$ cat src/rtl/count_seq_satcnt.sv
// Saturating up-counter with synchronous clear. When clear and increment
// arrive together the clear applies first, so the result is 1.
module count_seq_satcnt #(
  parameter int W = 8
) (
  input  logic         clk_i,
  input  logic         rst_ni,
  input  logic         clr_i,
  input  logic         inc_i,
  output logic [W-1:0] cnt_o
);

  logic [W-1:0] cnt_q, cnt_d;

  // Clear first, then increment unless already at all-ones
  always_comb begin
    cnt_d = cnt_q;
    if (clr_i) cnt_d = '0;
    if (inc_i && (cnt_d != '1)) cnt_d = cnt_d + W'(1);
  end

  // Counter register
  always_ff @(posedge clk_i or negedge rst_ni) begin
    if (!rst_ni) cnt_q <= '0;
    else         cnt_q <= cnt_d;
  end

  assign cnt_o = cnt_q;

endmodule

$ cat config.mk
export PLATFORM = sky130hd
export DESIGN_NAME = count_seq_satcnt
export DESIGN_NICKNAME = d
export VERILOG_FILES = /design/src/rtl/count_seq_satcnt.sv
export SDC_FILE = /design/constraint.sdc
export NUM_CORES = 1
export LEC_CHECK = 0
export CAP_MARGIN = 5
export CORE_AREA = 2 2 39 41
export DETAILED_ROUTE_END_ITERATION = 10
export DIE_AREA = 0 0 41 43
export SYNTH_ARGS = -nofsm -noshare
export SYNTH_HDL_FRONTEND = slang
export SYNTH_SLANG_ARGS = --single-unit
$ cat constraint.sdc
create_clock -name clk_i -period 2.3 [get_ports clk_i]
set_input_delay 0.345 -clock clk_i [delete_from_list [all_inputs] [get_ports clk_i]]
set_output_delay 0.345 -clock clk_i [all_outputs]
set_load 0.05 [all_outputs]
* After elaboration in Yosys (flattened, before gate mapping) *
Index checks and enable logic that the tools add are counted.

word-level totals
  bits in registers = 8
  output and inout port bits = 8

operators by class
  eq/ne operators = 1
  muxes and demuxes = 2
  add/subtract/negate cells = 1
  reductions and logical operators = 1

operators by type and width
  cell                 count
  $mux 8               2
  $add 8x1->8 const B  1
  $ne 8x8->1 const B   1
  $logic_and 1x1->1    1

* Logic depth before layout (Yosys ltp) *
  depth after elaboration = 4
  mapped depth = 4

* Least setup slack after synthesis *
No wires, ideal clock.

  kind = flip-flop to flip-flop
  start = register cnt_q[0], in the netlist cnt_o[0]
  end = register cnt_q[5], in the netlist cnt_o[5]
  path buffers = 0
  cell stages (with the launch flop) = 4
  path slack = 816 ps
  arrival time = 1,406 ps
  cells stage by stage = dfrtp_1 -> nand4_4 -> or3_1 -> a21oi_1

on the way
  cells in the longest elaborated chain, start to end = 4
  elaborated cells on any way between the ends = 5
  those cells by class = add/sub (1); eq/ne (1); mux (2); reduce/logical (1)

RTL lines
  element                                                              line  source
  from (decl)                                                          13    logic [W-1:0] cnt_q, cnt_d;
  from (signal assigned)                                               25    else cnt_q <= cnt_d;
  $mux 8 *                                                             18    if (clr_i) cnt_d = '0;
  parallel branches: the longest is 2 deep, another holds $add 8x1->8  --
  $mux 8 *                                                             19    if (inc_i && (cnt_d != '1)) cnt_d = cnt_d + W'(1);
  named net cnt_d[5]                                                   13

Mark *: on every way through the listed nets, which the timed path passes.

* Worst setup path in the final report *
  start = register cnt_q[0], in the netlist cnt_o[0]
  end = output cnt_o[0]

RTL lines
  element    line  source
  to (decl)  10    output logic [W-1:0] cnt_o

No word-level cell between the ends.

==> flow_metrics.py <==
metrics = {
    "job": {
        "maxCapViolations": 0,
    },
    "die": {
        "die_h_um": 43,
        "ios": 12,
        "dieWidth_um": 41,
        "start_util_pct": 29.6,
        "die_area_sq_um": 1760,
        "rows": 14,
        "core-area_sq_um": 1380,
    },
    "clocking": {
        "cts_max_level": 1,
        "cts_setup_buffers": 0,
        "clkLatencyLatePin_ps": 240,
        "root_buffer": "clkbuf_4",
        "cts_buffers": 3,
        "clkTransAtPathRegs_ps": 50,
        "cts_resized": 0,
        "numClockSinks": 8,
        "cts_buffer_depth": 2,
        "cts_tree": "built",
        "hold_buffers": 0,
    },
    "timing": {
        "tns_ps": 0,
        "slew_headroom_pct": 66.6,
        "skew_ps": 2.09,
        "rsz0062_at_grt": "no",
        "hold_ws_ps": 380,
        "timing.fmax_ghz": 0.512,
        "finalSetupViolCount": 0,
        "drv_slew": 0,
        "finalCritPeriodShare_pct": 85.0,
        "hold_violations": 0,
        "tightest_slew_ps": 500,
        "fin_crit_ps": 1960,
    },
    "power_and_ir_drop": {
        "seqPwrFrac_pct": 51.5,
        "sw_frac_of_total_pct": 26.6,
        "pwr_density_cell_nw_per_um2": 542,
        "clockPowerShare_pct": 34.2,
        "p_int_uw": 220,
        "comb_power_share_pct": 14.3,
        "p_leak_nw": 0.226,
        "switching_power_uw": 79.8,
        "ir_drop_mv": 0.150,
    },
    "drt": {
        "antenna_left": 0,
        "wl_met1_um": 414,
        "top_layer": "met4",
        "wl_met2_um": 424,
        "totalWireLength_um": 899,
        "firstDrtPassIters": 4,
        "drt_iter0_markers": 10,
        "drc": 0,
        "vias_per_cell": 5.35,
        "wl_met3_um": 37,
        "vias": 369,
        "wl_per_cell_um": 13.0,
    },
    "global_route": {
        "grt_max_degree": 10,
        "grtUsageTotal_pct": 12.5,
        "grt_pass1_wl_um": 1440,
        "grt_pass1_vias": 330,
        "grt.overflow.total": 0,
        "antenna_found_initial": 0,
    },
    "placement": {
        "gp_congestion": 0.670,
        "numPortBuffers": 11,
        "dp_hpwl_um": 671,
    },
    "setup_path": {
        "cp_top_family": "buffers and inverters",
        "critical_path_peak_fanout": 8,
        "worst_r2r_endpoint": "cnt_o[5]",
        "path_buf_inv": 1,
        "slowest_delay_ps": 860,
        "crit_start": "cnt_o[0]",
        "required_ps": 1960,
        "critical_path_class": "flip-flop to output port",
        "slowest_stage": "clkdlybuf4s50_1",
        "endpoint_kind": "output port",
        "ff2ff_setup_slack_ps": 1030,
        "rr_worst_depth": 3,
        "worstPathArrival_ps": 1610,
        "r2r-start": "cnt_o[0]",
        "worstSetupStartpointType": "flip-flop",
        "path_cells": "clkdlybuf4s50_1",
    },
    "cells_and_area": {
        "final_util_pct": 40.0,
        "syn_to_final_growth_pct": 35.2,
        "num_antenna_cells": 0,
        "fillers": 148,
        "finish.net_count": 59,
        "largest_reg_flops": 8,
        "layout-drive-gt1-share_pct": 11.3,
    },
    "yosys": {
        "ys_types": 22,
        "yosys_warnings": 0,
        "syn_nets": 45,
        "avgSynthCellArea_sq_um": 9.98,
        "synth.ff_latch_count": 8,
        "synth_area_sq_um": 409,
        "netlist_instances": 41,
        "ys_seq_area_share_pct": 48.9,
    },
    "worst_hold_path": {
        "worst_hold_path_type": "input pin to asynchronous set/reset pin",
    },
    "run_status": {
        "outcome": "complete, no violations",
    },
}
## through the flow
| stage | setup slack, ps | cells | area [sq um] | total power, mW |
|---|---|---|---|---|
| global route | 307 | 69 | 553 | 0.313 |
| detailed placement | 491 | 66 | 531 | 0.200 |
| CTS | 359 | 69 | 553 | 0.302 |
| finish | 345 | 69 | 553 | 0.300 |
| global placement | 510 | 66 | 531 | 0.200 |
| floorplan | 816 | 41 | 409 | 0.179 |
## cell families after synthesis
group           after synthesis  share of synthesized area, %
compound gates               13                          19.3
flops                         8                          48.9
buf+inv                       4                          3.97
simple gates                 16                          27.8
## area by class of cell
class | count | area [sq um] | area share (%)
repair buffers | 11 | 110 | 19.9
flip-flops and latches | 8 | 200 | 36.2
well taps | 16 | 20.0 | 3.62
inverters | 2 | 7.51 | 1.36
clock buffers | 3 | 22.5 | 4.07
multi-input cells | 29 | 193 | 34.8
## power groups by stage
| stage | registers [mW] | logic [mW] | clock network [mW] |
|---|---|---|---|
| floorplan | 0.170 | 0.00947 | 0 |
| global placement | 0.157 | 0.0431 | 0 |
| detailed placement | 0.157 | 0.0431 | 0 |
| CTS | 0.154 | 0.0434 | 0.104 |
| global route | 0.155 | 0.0463 | 0.112 |
| finish | 0.154 | 0.0429 | 0.103 |
## worst max-delay path by stage
stage          depth (start not counted)        to  slack, ps
2_1_floorplan                          3  cnt_o[5]        820
3_3_place_gp                           4  cnt_o[3]        510
3_5_place_dp                           4  cnt_o[4]        490
4_1_cts                                1  cnt_o[0]        360
5_1_grt                                1  cnt_o[0]        310
6_report                               1  cnt_o[0]        340
## synthesized netlist by cell type (all sizes together)
| cell | number | area (sq um) |
|---|---|---|
| clkbuf | 1 | 3.75 |
| a211oi | 2 | 15.0 |
| and3 | 2 | 13.8 |
| a21oi | 6 | 30.0 |
| a31oi | 3 | 18.8 |
| buf | 1 | 5.00 |
| and4b | 1 | 10.0 |
| and4 | 1 | 10.0 |
| nor4 | 1 | 6.26 |
| o31ai | 1 | 7.51 |
| inv | 2 | 7.51 |
| and3b | 1 | 8.76 |
| nor2 | 1 | 3.75 |
| nand4 | 2 | 27.5 |
| dfrtp | 8 | 200 |
| nand2 | 2 | 7.51 |
| nor3 | 3 | 15.0 |
| o21bai | 1 | 7.51 |
| or3 | 1 | 6.26 |
| nand3 | 1 | 5.00 |
## layer usage
metal	track usage [%]	vias to the layer above
li1	-	181
met1	16.2	175
met2	17.5	11
met3	1.57	2
met4	10.0	0
met5	0	-
## cell usage in the layout, fill, tap and decap left out, types with 2 or more instances in the layout
cell type,n
nand2_1,2
clkdlybuf4s50_1,11
nor3_1,3
a211oi_1,2
a21oi_1,6
inv_1,2
a31oi_1,3
dfrtp_1,8
clkbuf_4,3
(Power assumes the default switching activity.)
